`src/rtl/ball_split_ctrl.sv`:
```
// ----------------------------------------------------------------------------
// ball_split_ctrl
//
// Splits balls for the bouncing-ball game engine. It receives "ball hit by
// shot" events from the shot/ball collision logic. It keeps the slot-active
// bitmap for a fixed pool of ball slots. It drives load and kill commands to
// the per-slot ball movement blocks.
//
// A hit on a live ball kills that slot one cycle after the hit is accepted.
// A smallest ball (size 0) is simply removed. A larger ball splits:
//   - The controller scans the pool for a free slot, one index per cycle.
//   - It reloads the hit slot with a child one size smaller. That child keeps
//     the X speed and gets an upward Y speed.
//   - It loads the first free slot with a second child that has the mirrored
//     X speed.
//   - If no slot is free, the second child is dropped and split_drop pulses.
//
// Ports
//   clk, reset      system clock, synchronous active-high reset
//   start_level     pulse (honoured only while idle): clear the pool and
//                   spawn the INIT_* ball in slot 0
//   hit_valid/ready hit handshake; hit_ready is high only when idle
//   hit_slot/size/xspeed/yspeed
//                   the hit ball; all fields are captured at acceptance
//   load_valid      one-cycle pulse: load load_slot with the load_* values
//   load_slot/size/xspeed/yspeed
//                   spawn parameters; they hold between loads
//   kill_valid      one-cycle pulse: deactivate kill_slot
//   split_drop      pulse: second child lost because the pool is full
//   active_mask     registered slot-active bitmap
//   level_clear     pulse one cycle after active_mask drops to all-zero
//   score           (only with BALL_SPLIT_SCORE_EN) saturating points
//                   counter; each kill adds 4 - size
//
// Optional feature macro: BALL_SPLIT_SCORE_EN adds the score output.
// ----------------------------------------------------------------------------
module ball_split_ctrl #(
  parameter int                NUM_SLOTS   = 8,
  parameter int                SLOT_W      = 3,
  parameter logic signed [10:0] INIT_XSPEED = 11'sd40,
  parameter logic signed [10:0] INIT_YSPEED = -11'sd60,
  parameter logic        [1:0] INIT_SIZE   = 2'd3
) (
  input  logic                     clk,
  input  logic                     reset,
  input  logic                     start_level,
  input  logic                     hit_valid,
  output logic                     hit_ready,
  input  logic [SLOT_W-1:0]        hit_slot,
  input  logic [1:0]               hit_size,
  input  logic signed [10:0]       hit_xspeed,
  input  logic signed [10:0]       hit_yspeed,
  output logic                     load_valid,
  output logic [SLOT_W-1:0]        load_slot,
  output logic [1:0]               load_size,
  output logic signed [10:0]       load_xspeed,
  output logic signed [10:0]       load_yspeed,
  output logic                     kill_valid,
  output logic [SLOT_W-1:0]        kill_slot,
  output logic                     split_drop,
  output logic [NUM_SLOTS-1:0]     active_mask,
  output logic                     level_clear
`ifdef BALL_SPLIT_SCORE_EN
  ,
  output logic [15:0]              score
`endif
);

  localparam int SPD_W = 11;
  localparam logic signed [SPD_W-1:0] SPD_MIN  = {1'b1, {(SPD_W-1){1'b0}}};
  localparam logic signed [SPD_W-1:0] SPD_MAX  = {1'b0, {(SPD_W-1){1'b1}}};
  localparam logic [SLOT_W-1:0]       LAST_IDX = SLOT_W'(NUM_SLOTS - 1);

  typedef enum logic [1:0] {
    IDLE   = 2'd0,
    SCAN   = 2'd1,
    LOAD_A = 2'd2,
    LOAD_B = 2'd3
  } state_t;

  state_t state;

  // Hit fields captured at acceptance. They stay stable for the whole split,
  // whatever the requester does afterwards.
  logic [SLOT_W-1:0]        hit_slot_p1;
  logic [1:0]               hit_size_p1;
  logic signed [SPD_W-1:0]  hit_xspeed_p1;
  logic signed [SPD_W-1:0]  hit_yspeed_p1;

  // Free-slot search state.
  logic [SLOT_W-1:0]        scan_idx;
  logic                     scan_found;
  logic [SLOT_W-1:0]        scan_free;

  // Remembers whether the bitmap was non-empty one cycle earlier. This lets
  // level_clear fire exactly once, on the non-zero -> zero transition.
  logic                     mask_was_nz;

  // Mirror an X speed. -1024 has no positive counterpart in 11 bits, so it
  // saturates to +1023.
  function automatic logic signed [SPD_W-1:0] neg_sat(
    input logic signed [SPD_W-1:0] v
  );
    if (v == SPD_MIN) neg_sat = SPD_MAX;
    else              neg_sat = -v;
  endfunction

  // Force a Y speed upward (negative). Values that are already upward pass
  // through unchanged, so -1024 never needs to be negated.
  function automatic logic signed [SPD_W-1:0] up_speed(
    input logic signed [SPD_W-1:0] v
  );
    if (v[SPD_W-1]) up_speed = v;
    else            up_speed = -v;
  endfunction

  // Slot lookup that tolerates indices at or above NUM_SLOTS, which are
  // possible when NUM_SLOTS is not a power of two. Such indices read as
  // inactive.
  function automatic logic is_active(
    input logic [NUM_SLOTS-1:0] m,
    input logic [SLOT_W-1:0]    idx
  );
    is_active = 1'b0;
    for (int i = 0; i < NUM_SLOTS; i++) begin
      if (idx == SLOT_W'(i)) is_active = m[i];
    end
  endfunction

  function automatic logic [NUM_SLOTS-1:0] slot_bit(
    input logic [SLOT_W-1:0] idx
  );
    slot_bit = '0;
    for (int i = 0; i < NUM_SLOTS; i++) begin
      if (idx == SLOT_W'(i)) slot_bit[i] = 1'b1;
    end
  endfunction

`ifdef BALL_SPLIT_SCORE_EN
  // Smaller balls are worth more: 4 - size points, saturating at 16'hFFFF.
  function automatic logic [15:0] score_add(
    input logic [15:0] s,
    input logic [1:0]  sz
  );
    logic [16:0] sum;
    sum = {1'b0, s} + 17'(3'd4 - {1'b0, sz});
    if (sum[16]) score_add = 16'hFFFF;
    else         score_add = sum[15:0];
  endfunction
`endif

  assign hit_ready = (state == IDLE) & ~start_level & ~reset;

  always_ff @(posedge clk) begin
    if (reset) begin
      state       <= IDLE;
      active_mask <= '0;
      load_valid  <= 1'b0;
      load_slot   <= '0;
      load_size   <= '0;
      load_xspeed <= '0;
      load_yspeed <= '0;
      kill_valid  <= 1'b0;
      kill_slot   <= '0;
      split_drop  <= 1'b0;
      level_clear <= 1'b0;
      mask_was_nz <= 1'b0;
      scan_idx    <= '0;
      scan_found  <= 1'b0;
      scan_free   <= '0;
`ifdef BALL_SPLIT_SCORE_EN
      score       <= '0;
`endif
    end else begin
      load_valid  <= 1'b0;
      kill_valid  <= 1'b0;
      split_drop  <= 1'b0;
      mask_was_nz <= |active_mask;
      level_clear <= mask_was_nz & ~(|active_mask);

      case (state)
        // ---- stage p0 -> p1: accept a hit or a level restart ----
        IDLE: begin
          if (start_level) begin
            active_mask <= NUM_SLOTS'(1);
            load_valid  <= 1'b1;
            load_slot   <= '0;
            load_size   <= INIT_SIZE;
            load_xspeed <= INIT_XSPEED;
            load_yspeed <= INIT_YSPEED;
`ifdef BALL_SPLIT_SCORE_EN
            score       <= '0;
`endif
          end else if (hit_valid) begin
            hit_slot_p1   <= hit_slot;
            hit_size_p1   <= hit_size;
            hit_xspeed_p1 <= hit_xspeed;
            hit_yspeed_p1 <= hit_yspeed;
            // A hit on a dead slot (stale collision) is consumed silently.
            if (is_active(active_mask, hit_slot)) begin
              kill_valid  <= 1'b1;
              kill_slot   <= hit_slot;
              active_mask <= active_mask & ~slot_bit(hit_slot);
`ifdef BALL_SPLIT_SCORE_EN
              score       <= score_add(score, hit_size);
`endif
              if (hit_size != 2'd0) begin
                state      <= SCAN;
                scan_idx   <= '0;
                scan_found <= 1'b0;
              end
            end
          end
        end

        // ---- stage p1: scan one slot per cycle for the second child ----
        SCAN: begin
          // The hit slot is already cleared in the bitmap, but the first
          // child reclaims it, so it must not be chosen here as well.
          if (!scan_found && !is_active(active_mask, scan_idx) &&
              (scan_idx != hit_slot_p1)) begin
            scan_found <= 1'b1;
            scan_free  <= scan_idx;
          end
          if (scan_idx == LAST_IDX) begin
            state       <= LOAD_A;
            load_valid  <= 1'b1;
            load_slot   <= hit_slot_p1;
            load_size   <= hit_size_p1 - 2'd1;
            load_xspeed <= hit_xspeed_p1;
            load_yspeed <= up_speed(hit_yspeed_p1);
            active_mask <= active_mask | slot_bit(hit_slot_p1);
          end else begin
            scan_idx <= scan_idx + 1'b1;
          end
        end

        // ---- stage p2: issue the mirrored child or report the drop ----
        LOAD_A: begin
          state <= LOAD_B;
          if (scan_found) begin
            load_valid  <= 1'b1;
            load_slot   <= scan_free;
            load_size   <= hit_size_p1 - 2'd1;
            load_xspeed <= neg_sat(hit_xspeed_p1);
            load_yspeed <= up_speed(hit_yspeed_p1);
            active_mask <= active_mask | slot_bit(scan_free);
          end else begin
            split_drop <= 1'b1;
          end
        end

        // ---- stage p3: second child visible, back to idle ----
        LOAD_B: begin
          state <= IDLE;
        end

        default: begin
          state <= IDLE;
        end
      endcase
    end
  end

endmodule

```
`config.mk`:
```
export PLATFORM = sky130hd
export DESIGN_NAME = ball_split_ctrl
export DESIGN_NICKNAME = d
export VERILOG_FILES = /design/src/rtl/ball_split_ctrl.sv
export SDC_FILE = /design/constraint.sdc
export NUM_CORES = 1
export LEC_CHECK = 0
export ABC_AREA = 1
export CORE_ASPECT_RATIO = 0.8
export CORE_UTILIZATION = 50
export DETAILED_ROUTE_END_ITERATION = 8
export GPL_TIMING_DRIVEN = 0
export PLACE_DENSITY = 0.77
export SYNTH_ARGS = -nofsm -noshare
export SYNTH_HDL_FRONTEND = slang
export SYNTH_SLANG_ARGS = --single-unit
```
`constraint.sdc`:
```
create_clock -name clk -period 3.5 [get_ports clk]
set_input_delay 0.7 -clock clk [delete_from_list [all_inputs] [get_ports clk]]
set_output_delay 0.7 -clock clk [all_outputs]
set_load 0.005 [all_outputs]
```
==> results of run 1 <==
==> worst max path at each step <==
stage | to | cells past startpoint | slack, ns | startpoint
2_1_floorplan | hit_size_p1[0] | 2 | 0.24 | reset
3_5_place_dp | hit_ready | 4 | 0.45 | reset
3_3_place_gp | hit_xspeed_p1[8] | 3 | -1.05 | reset
5_1_grt | hit_ready | 4 | 0.40 | reset
4_1_cts | hit_ready | 4 | 0.44 | reset
6_report | hit_ready | 4 | 0.43 | reset
==> critical path, stage by stage <==
cell and delay [ns]:
sky130_fd_sc_hd__clkdlybuf4s50_1 0.50, sky130_fd_sc_hd__clkbuf_1 0.53, sky130_fd_sc_hd__nor2_1 0.16, sky130_fd_sc_hd__clkdlybuf4s50_1 0.49
==> metrics by stage <==
stage	instances	cell area [um^2]	util (%)	hold WS [ns]	total power [mW]
6_report	684	5100	67.4	0.446	3.53
5_1_grt	684	5100	67.4	0.487	3.76
4_1_cts	684	5100	67.4	0.441	3.52
3_5_place_dp	668	4880	64.5	0.422	2.76
3_3_place_gp	666	4850	64.1	0.425	2.72
2_1_floorplan	488	3990	-	0.410	2.21
==> layout make-up <==
type	instances	area, um^2
fillers	619	2470
flip-flops and latches	79	1850
multi-input cells	337	1840
repair buffers	75	753
inverters	57	214
clock buffers	12	156
well taps	105	131
plain buffers	15	83.8
clock inverters	4	67.6
==> cells in the final DEF, fill, tap and decap left out, drive strengths merged, types with 5 or more instances in the layout <==
| cell type | synthesis | routed |
|---|---|---|
| o211ai | 8 | 8 |
| edfxtp | 27 | 27 |
| buf | 8 | 10 |
| nor3 | 17 | 17 |
| inv | 57 | 57 |
| o21ai | 40 | 40 |
| clkdlybuf4s50 | 0 | 73 |
| nand2 | 100 | 100 |
| ha | 12 | 12 |
| dfxtp | 52 | 52 |
| a21oi | 42 | 42 |
| nand3 | 20 | 20 |
| a31oi | 7 | 7 |
| xnor2 | 5 | 5 |
| nor2 | 53 | 53 |
| xor2 | 7 | 7 |
| clkbuf | 7 | 19 |
| nand4 | 10 | 10 |
==> registers in the layout, summed over array words and instances (netlist names), 2 cells and up <==
name / flops
kill_slot: 3
scan_idx: 3
hit_yspeed_p1: 11
hit_size_p1: 2
load_xspeed: 11
load_yspeed: 11
hit_slot_p1: 3
load_size: 2
hit_xspeed_p1: 11
load_slot: 3
active_mask: 8
scan_free: 3
state: 2
==> where the power goes <==
part	leakage [nW]	switching [mW]	internal, mW
Combinational	1.16	0.928	0.613
Sequential	0.671	0.113	1.11
Clock	0.111	0.327	0.441
Total	1.94	1.37	2.16
==> routing by layer <==
layer	up-vias	part of all wire [%]	global-route usage, %	wire length, um
met4	0	1.4	8.00	136
met5	-	0	0	0
met2	143	45	40.3	4500
met1	1656	46	33.5	4550
met3	16	7.3	6.47	723
li1	1814	-	-	-
==> cells by family after synthesis <==
kind of cell             Yosys count  share of synthesized area (%)
AO/OA/AOI/OAI                    104                           15.0
flip-flops                        79                           46.4
AND/OR/NAND/NOR                  209                           24.7
XOR/XNOR                          12                           2.64
adder cells (fa/ha/maj)           12                           3.77
buffers and inverters             72                           7.47
==> impl_metrics.tcl, run 1 <==
set metrics [dict create \
    status "finished, final reports clean" \
    tritoncts "yes" \
    first_iter_violations 186 \
    dieWidth_um 102 \
    post_synth_edffs 27 \
    synth-async-reset-ratio_pct 0 \
    timing_worst_slew_pin_value_ns 0.663 \
    critical_path_required_ns 2.80 \
    die_height_um 81.9 \
    synthDominantCellAreaShare_pct 26.1 \
    place.detailed.hpwl_um 7410 \
    p_per_area_nw_per_um2 692 \
    worstSkewPairLatency_ns 0.36 \
    drt.antenna.violating_nets 0 \
    clock_tree_root "sky130_fd_sc_hd__clkbuf_8" \
    worst_hold_startpoint "mask_was_nz" \
    power.static_leakage_nw 1.94 \
    first_global_vias 3385 \
    core_um2 7570 \
    start_kind "primary input" \
    detail_route.drc_violations 0 \
    max_clock_skew_ns 0.00695 \
    grt_first_pass_wirelength_um 16000 \
    cts_hold_buf 0 \
    rrSetupSlack_ns 1.19 \
    arrival_ns 2.37 \
    cts.repair.resized 0 \
    globalRoute.totalOverflow 0 \
    routed-via-count 3629 \
    synth_cells 488 \
    timing.final.setup_violations 0 \
    route.detailed.vias_per_inst 5.31 \
    synthFlopType "sky130_fd_sc_hd__dfxtp_1" \
    synth_cell_type_count 41 \
    grtUsageTotal_pct 25.2 \
    dp_worst_setup_slack_ns 0.448 \
    postCtsSetupBuffers 0 \
    place.port_buffers 73 \
    timing.final.crit_share_pct 87.8 \
    start_util_pct 52.7 \
    drt_pre_antenna_iters 4 \
    design.final.nets 617 \
    ff2ff_path_depth 9 \
    clkTransAtPathRegs_ns 0.07 \
    hp-class "reg -> reg" \
    clock_tree.buffer_depth 2 \
    synth_top_cells_by_area "sky130_fd_sc_hd__dfxtp_1 26%, sky130_fd_sc_hd__edfxtp_1 20%, sky130_fd_sc_hd__nand2_1 9.1%, sky130_fd_sc_hd__a21oi_1 4.4%, sky130_fd_sc_hd__nor2_1 4.3%" \
    floorplan.rows 28 \
    areaGrowthSynthToFinish_pct 27.9 \
    synth_warnings 0 \
    seq_cells_post_synth 79 \
    class_of_the_most_critical_setup_path "in -> out" \
    grt_start_max_net_pins 14 \
    irDropWorstVdd_mv 0.448 \
    cp-end-kind "output pin" \
    synth.largest_area_cell "sky130_fd_sc_hd__dfxtp_1" \
    routed_wire_length_per_instance_um 14.5 \
    relSlewSlack_pct 55.8 \
    clock_sink_count 79 \
    seq_area_frac_synth_pct 46.4 \
    syn-cell-area_um2 3990 \
    drt-total-wl_um 9910 \
    hold-path-cell-count 2 \
    synth_top_cells_by_count "97 x sky130_fd_sc_hd__nand2_1, 52 x sky130_fd_sc_hd__dfxtp_1, 46 x sky130_fd_sc_hd__nor2_1" \
    num_antenna_cells 0 \
    maxSlewViolCount 0 \
    io_pins 74 \
    rr_startpoint "scan_idx[1]" \
    crit_fanout 10 \
    syn_area_per_cell_um2 8.17 \
    cts-htree-levels 3 \
    design.die.area_um2 8340 \
    rr_endpoint "load_slot[0]" \
    drive_gt1_share_pct 11.7 \
    rsz_0062_raised_after_global_routing "false" \
    min_period_ns 3.07 \
    synth_most_common_cell "sky130_fd_sc_hd__nand2_1" \
    final_hold_viols 0 \
    achievable-frequency_mhz 325 \
    cts_buffers 9 \
    place_congestion 0.901 \
    end_point_of_the_worst_hold_path "level_clear" \
    max-cap-violations 0 \
    post-route-worst-setup-slack_ns 0.427 \
    antenna_found_initial 0 \
    totalNegativeSetupSlack_ns 0 \
    mappedNetlistNets 531 \
]
No activity file was read; power rests on OpenSTA's default activity.
==> run 2: changes to the inputs <==
--- a/config.mk
+++ b/config.mk
@@ -9,7 +9,6 @@
 export CORE_ASPECT_RATIO = 0.8
 export CORE_UTILIZATION = 50
 export DETAILED_ROUTE_END_ITERATION = 8
-export GPL_TIMING_DRIVEN = 0
 export PLACE_DENSITY = 0.77
 export SYNTH_ARGS = -nofsm -noshare
 export SYNTH_HDL_FRONTEND = slang
==> impl_metrics.tcl, run 2 (synthesis gave the netlist of run 1 again) <==
set metrics [dict create \
    postCtsSetupBuffers 0 \
    hold-path-cell-count 2 \
    start_util_pct 52.7 \
    rsz_0062_raised_after_global_routing "false" \
    timing.final.crit_share_pct 78.5 \
    clock_sink_count 79 \
    place_congestion 0.872 \
    routed_wire_length_per_instance_um 14.4 \
    route.met2.wl_um 4380 \
    areaGrowthSynthToFinish_pct 25.3 \
    dieWidth_um 102 \
    antenna_found_initial 0 \
    floorplan.rows 28 \
    p_per_area_nw_per_um2 667 \
    clock_tree.buffer_depth 2 \
    ff2ff_path_depth 11 \
    mostFrequentLayoutCell "sky130_fd_sc_hd__nand2_1" \
    met3_wirelength_um 651 \
    clkTransAtPathRegs_ns 0.08 \
    relSlewSlack_pct 49.4 \
    most_frequent_cells_in_the_layout "97 x sky130_fd_sc_hd__nand2_1, 73 x sky130_fd_sc_hd__clkdlybuf4s50_1, 52 x sky130_fd_sc_hd__dfxtp_1, 46 x sky130_fd_sc_hd__nor2_1, 42 x sky130_fd_sc_hd__inv_1" \
    achievable-frequency_mhz 364 \
    io_pins 74 \
    worstSkewPairLatency_ns 0.35 \
    final_hold_viols 0 \
    grt_start_max_net_pins 29 \
    drt.antenna.violating_nets 0 \
    total_power_mw 3.33 \
    cp-end-kind "output pin" \
    cts_buffers 9 \
    max_clock_skew_ns 0.00653 \
    cts.repair.resized 0 \
    class_of_the_most_critical_setup_path "in -> out" \
    rrSetupSlack_ns 0.84 \
    max-cap-violations 0 \
    maxSlewViolCount 0 \
    timing_worst_slew_pin_value_ns 0.758 \
    die_height_um 81.9 \
    end_point_of_the_worst_hold_path "level_clear" \
    detail_route.drc_violations 0 \
    rr_startpoint "state[0]" \
    drive_gt1_share_pct 11.3 \
    irDropWorstVdd_mv 0.472 \
    drt_pre_antenna_iters 5 \
    worst_hold_startpoint "mask_was_nz" \
    first_global_vias 3292 \
    routed-via-count 3623 \
    power.static_leakage_nw 1.88 \
    route.detailed.vias_per_inst 5.40 \
    rr_endpoint "load_yspeed[7]" \
    core_um2 7570 \
    critical_path_required_ns 2.80 \
    start_kind "primary input" \
    design.die.area_um2 8340 \
    m1WireLength_um 4540 \
    dp_worst_setup_slack_ns 0.793 \
    grt_first_pass_wirelength_um 15400 \
    status "finished, final reports clean" \
    clock_tree_root "sky130_fd_sc_hd__clkbuf_8" \
    drt-total-wl_um 9630 \
    first_iter_violations 182 \
    hp-class "reg -> reg" \
    cts-htree-levels 3 \
    num_antenna_cells 0 \
    totalNegativeSetupSlack_ns 0 \
    timing.final.setup_violations 0 \
    globalRoute.totalOverflow 0 \
    cts_hold_buf 0 \
    arrival_ns 2.05 \
    design.final.nets 604 \
    crit_fanout 4 \
    top_layer "met4" \
    min_period_ns 2.75 \
    tritoncts "yes" \
    place.port_buffers 73 \
    place.detailed.hpwl_um 7080 \
    grtUsageTotal_pct 24.2 \
    post-route-worst-setup-slack_ns 0.753 \
]
-- run 2: worst max-delay path by stage --
stage	start	end	cells past startpoint
3_5_place_dp	start_level	hit_ready	5
3_3_place_gp	start_level	hit_ready	5
5_1_grt	state[0]	load_yspeed[7]	11
6_report	start_level	hit_ready	5
4_1_cts	start_level	hit_ready	5
2_1_floorplan	reset	hit_size_p1[0]	2
-- run 2: final cells by class --
type / count / area [um^2]
multi-input combinational: 337 / 1840
sequential: 79 / 1850
clock buffer: 9 / 124
fill: 672 / 2570
inverter: 57 / 214
timing repair buffer: 77 / 761
clock inverter: 7 / 70.1
tap: 105 / 131
-- run 2: report_power, final --
| group | switching (mW) | internal, mW | leakage (nW) |
|---|---|---|---|
| registers | 0.131 | 1.11 | 0.671 |
| logic | 0.872 | 0.548 | 1.12 |
| clock network | 0.348 | 0.330 | 0.0913 |
| total | 1.35 | 1.98 | 1.88 |
-- run 2: per-layer routing --
metal | up-vias | GRT usage (%)
met4 | 0 | 5.43
li1 | 1788 | -
met2 | 142 | 38.9
met1 | 1683 | 32.9
met3 | 10 | 6.21
met5 | - | 0
-- run 2: metrics by stage --
| stage | util, % | cells | cell area [um^2] | hold slack [ns] |
|---|---|---|---|---|
| 6_report | 66.0 | 671 | 4990 | 0.436 |
| 2_1_floorplan | - | 488 | 3990 | 0.410 |
| 5_1_grt | 66.0 | 671 | 4990 | 0.482 |
| 3_3_place_gp | 63.4 | 655 | 4800 | 0.422 |
| 4_1_cts | 66.0 | 671 | 4990 | 0.435 |
| 3_5_place_dp | 63.4 | 655 | 4800 | 0.418 |
-- run 2: critical path, cell delays in order --
cell and delay (ns):
sky130_fd_sc_hd__clkdlybuf4s50_1 0.47, sky130_fd_sc_hd__nor2_1 0.16, sky130_fd_sc_hd__inv_2 0.08, sky130_fd_sc_hd__nor2_1 0.12, sky130_fd_sc_hd__clkdlybuf4s50_1 0.52
==> run 3: changes to the inputs <==
--- a/config.mk
+++ b/config.mk
@@ -7,9 +7,9 @@
 export LEC_CHECK = 0
 export ABC_AREA = 1
 export CORE_ASPECT_RATIO = 0.8
-export CORE_UTILIZATION = 50
+export CORE_UTILIZATION = 47
 export DETAILED_ROUTE_END_ITERATION = 8
-export PLACE_DENSITY = 0.77
+export PLACE_DENSITY = 0.76
 export SYNTH_ARGS = -nofsm -noshare
 export SYNTH_HDL_FRONTEND = slang
 export SYNTH_SLANG_ARGS = --single-unit
==> constraint.sdc (replaced) <==
create_clock -name clk -period 2.3 [get_ports clk]
set_input_delay 0.46 -clock clk [delete_from_list [all_inputs] [get_ports clk]]
set_output_delay 0.46 -clock clk [all_outputs]
set_load 0.005 [all_outputs]
==> impl_metrics.tcl, run 3 (synthesis gave the netlist of run 1 again) <==
set metrics [dict create \
    clock_tree_root "sky130_fd_sc_hd__clkbuf_8" \
    worst_hold_startpoint "mask_was_nz" \
    start_kind "register" \
    cts-htree-levels 3 \
    design.die.area_um2 8860 \
    post-route-worst-setup-slack_ns 0.206 \
    hp-class "reg -> reg" \
    end_point_of_the_worst_hold_path "level_clear" \
    worstSkewPairLatency_ns 0.35 \
    floorplan.rows 29 \
    routed-via-count 3676 \
    drt.antenna.violating_nets 0 \
    ff2ff_path_depth 10 \
    crit_path_cell_trace "inv_1, ha_1, inv_2, nor2_2, nor3_4, nand2_2, buf_4, inv_2, o21ai_0, a31oi_1" \
    final_hold_viols 0 \
    p_per_area_nw_per_um2 1010 \
    class_of_the_most_critical_setup_path "reg -> reg" \
    first_global_vias 3418 \
    timing_worst_slew_pin_value_ns 0.737 \
    critical_path.top_delay_family "buffers and inverters" \
    grt_first_pass_wirelength_um 16300 \
    dieWidth_um 105 \
    switchingPower_mw 2.11 \
    irDropWorstVdd_mv 0.528 \
    die_height_um 84.4 \
    switching_share_pct 40.9 \
    placed_area_um2 4920 \
    num_antenna_cells 0 \
    clkTransAtPathRegs_ns 0.09 \
    clock_tree.buffer_depth 2 \
    design.final.nets 620 \
    clock_sink_count 79 \
    arrival_ns 2.37 \
    rr_endpoint "load_xspeed[3]" \
    core_um2 8090 \
    hold-path-cell-count 2 \
    drt_pre_antenna_iters 5 \
    place_congestion 0.926 \
    most_frequent_cells_in_the_layout "97 x sky130_fd_sc_hd__nand2_1, 72 x sky130_fd_sc_hd__clkdlybuf4s50_1, 52 x sky130_fd_sc_hd__dfxtp_1, 46 x sky130_fd_sc_hd__nor2_1, 42 x sky130_fd_sc_hd__inv_1" \
    routed_wire_length_per_instance_um 14.1 \
    slowest_stage "sky130_fd_sc_hd__dfxtp_1" \
    min_period_ns 2.09 \
    status "finished, final reports clean" \
    achievable-frequency_mhz 478 \
    start_util_pct 49.3 \
    timing.final.crit_share_pct 91.0 \
    detail_route.drc_violations 0 \
    relSlewSlack_pct 50.8 \
    slowest_delay_ns 0.40 \
    drt-total-wl_um 9740 \
    part_of_the_power_in_the_clock_network_pct 18.2 \
    critical_path_required_ns 2.57 \
    power.sequential.fraction_pct 36.0 \
    maxSlewViolCount 0 \
    timing.critical_path.mode_cell "sky130_fd_sc_hd__inv_2" \
    antenna_found_initial 0 \
    power.internal_mw 3.05 \
    rr_startpoint "state[1]" \
    mostFrequentLayoutCell "sky130_fd_sc_hd__nand2_1" \
    crit_fanout 10 \
    route.detailed.vias_per_inst 5.33 \
    tritoncts "yes" \
    max_clock_skew_ns 0.0116 \
    grtUsageTotal_pct 23.2 \
    grt_start_max_net_pins 26 \
    max-cap-violations 0 \
    rrSetupSlack_ns 0.21 \
    cts_buffers 9 \
    fin_area_um2 5110 \
    power.static_leakage_nw 1.96 \
    total_power_mw 5.17 \
    combinationalPowerShare_pct 45.8 \
    areaGrowthSynthToFinish_pct 28.3 \
    drive_gt1_share_pct 14.3 \
    io_pins 74 \
    place.port_buffers 73 \
    globalRoute.totalOverflow 0 \
    first_iter_violations 218 \
    dp_worst_setup_slack_ns -0.00524 \
    place.detailed.hpwl_um 7380 \
    rsz_0062_raised_after_global_routing "false" \
    whs_ns 0.442 \
    register_area_um2 1850 \
    multi_input_comb_area_um2 1860 \
    cp-end-kind "register" \
    critical_path_buf_inv_count 4 \
    fill_cells 688 \
    timing.final.setup_violations 0 \
]
## run 3: routing by layer
metal | track usage (%) | wire length, um | share of wire (%) | up-vias
met3 | 5.90 | 728 | 7.5 | 12
met1 | 31.1 | 4480 | 46 | 1683
met5 | 0 | 0 | 0 | -
met2 | 37.4 | 4450 | 46 | 155
li1 | - | - | - | 1826
met4 | 6.27 | 85 | 0.87 | 0
## run 3: power groups by stage
stage	clock network (mW)	registers, mW	logic (mW)
global route	1.03	1.88	2.63
detailed placement	0	1.88	2.30
finish	0.940	1.86	2.37
CTS	0.965	1.85	2.34
floorplan	0	1.85	1.52
global placement	0	1.88	2.25
## run 3: what timing repair did
| action | in CTS | in global routing |
|---|---|---|
| hold buffers | 0 | 0 |
| resized for setup | 2 | 1 |
| pin swaps | 1 | 0 |
| endpoints found under the setup margin | 1 | 1 |
| setup buffers | 1 | 0 |
| gates cloned | 0 | 0 |
## run 3: worst max path at each step
stage	from	to	slack, ns	depth (start not counted)
global placement	hit_slot[1]	active_mask[6]	0.04	10
detailed placement	hit_slot[1]	active_mask[5]	-0.005	11
CTS	state[1]	load_xspeed[3]	0.16	10
global route	state[1]	load_yspeed[2]	0.03	10
floorplan	state[0]	hit_size_p1[0]	0.37	6
finish	state[1]	load_xspeed[3]	0.21	10
## run 3: tightest hold or removal path: stages, from the launching register on
cell                      delay (ns)
sky130_fd_sc_hd__dfxtp_1        0.31
sky130_fd_sc_hd__nand2_1        0.05
sky130_fd_sc_hd__nor2_1         0.04
## run 3: layout make-up
cell class                      count  share of cell area, %
Clock buffer                        9                   2.42
Clock inverter                      7                   1.03
Inverter                           57                   4.18
Multi-Input combinational cell    337                   36.3
Sequential cell                    79                   36.2
Tap cell                          108                   2.64
Timing Repair Buffer               93                   17.2
## run 3: metrics by stage
step	utilization, %	cells	TNS, ns
after floorplan	-	488	0
after global placement	60.8	673	0
after detailed placement	60.8	673	-0.00524
after CTS	63.1	690	0
after global routing	63.2	690	0
final	63.2	690	0
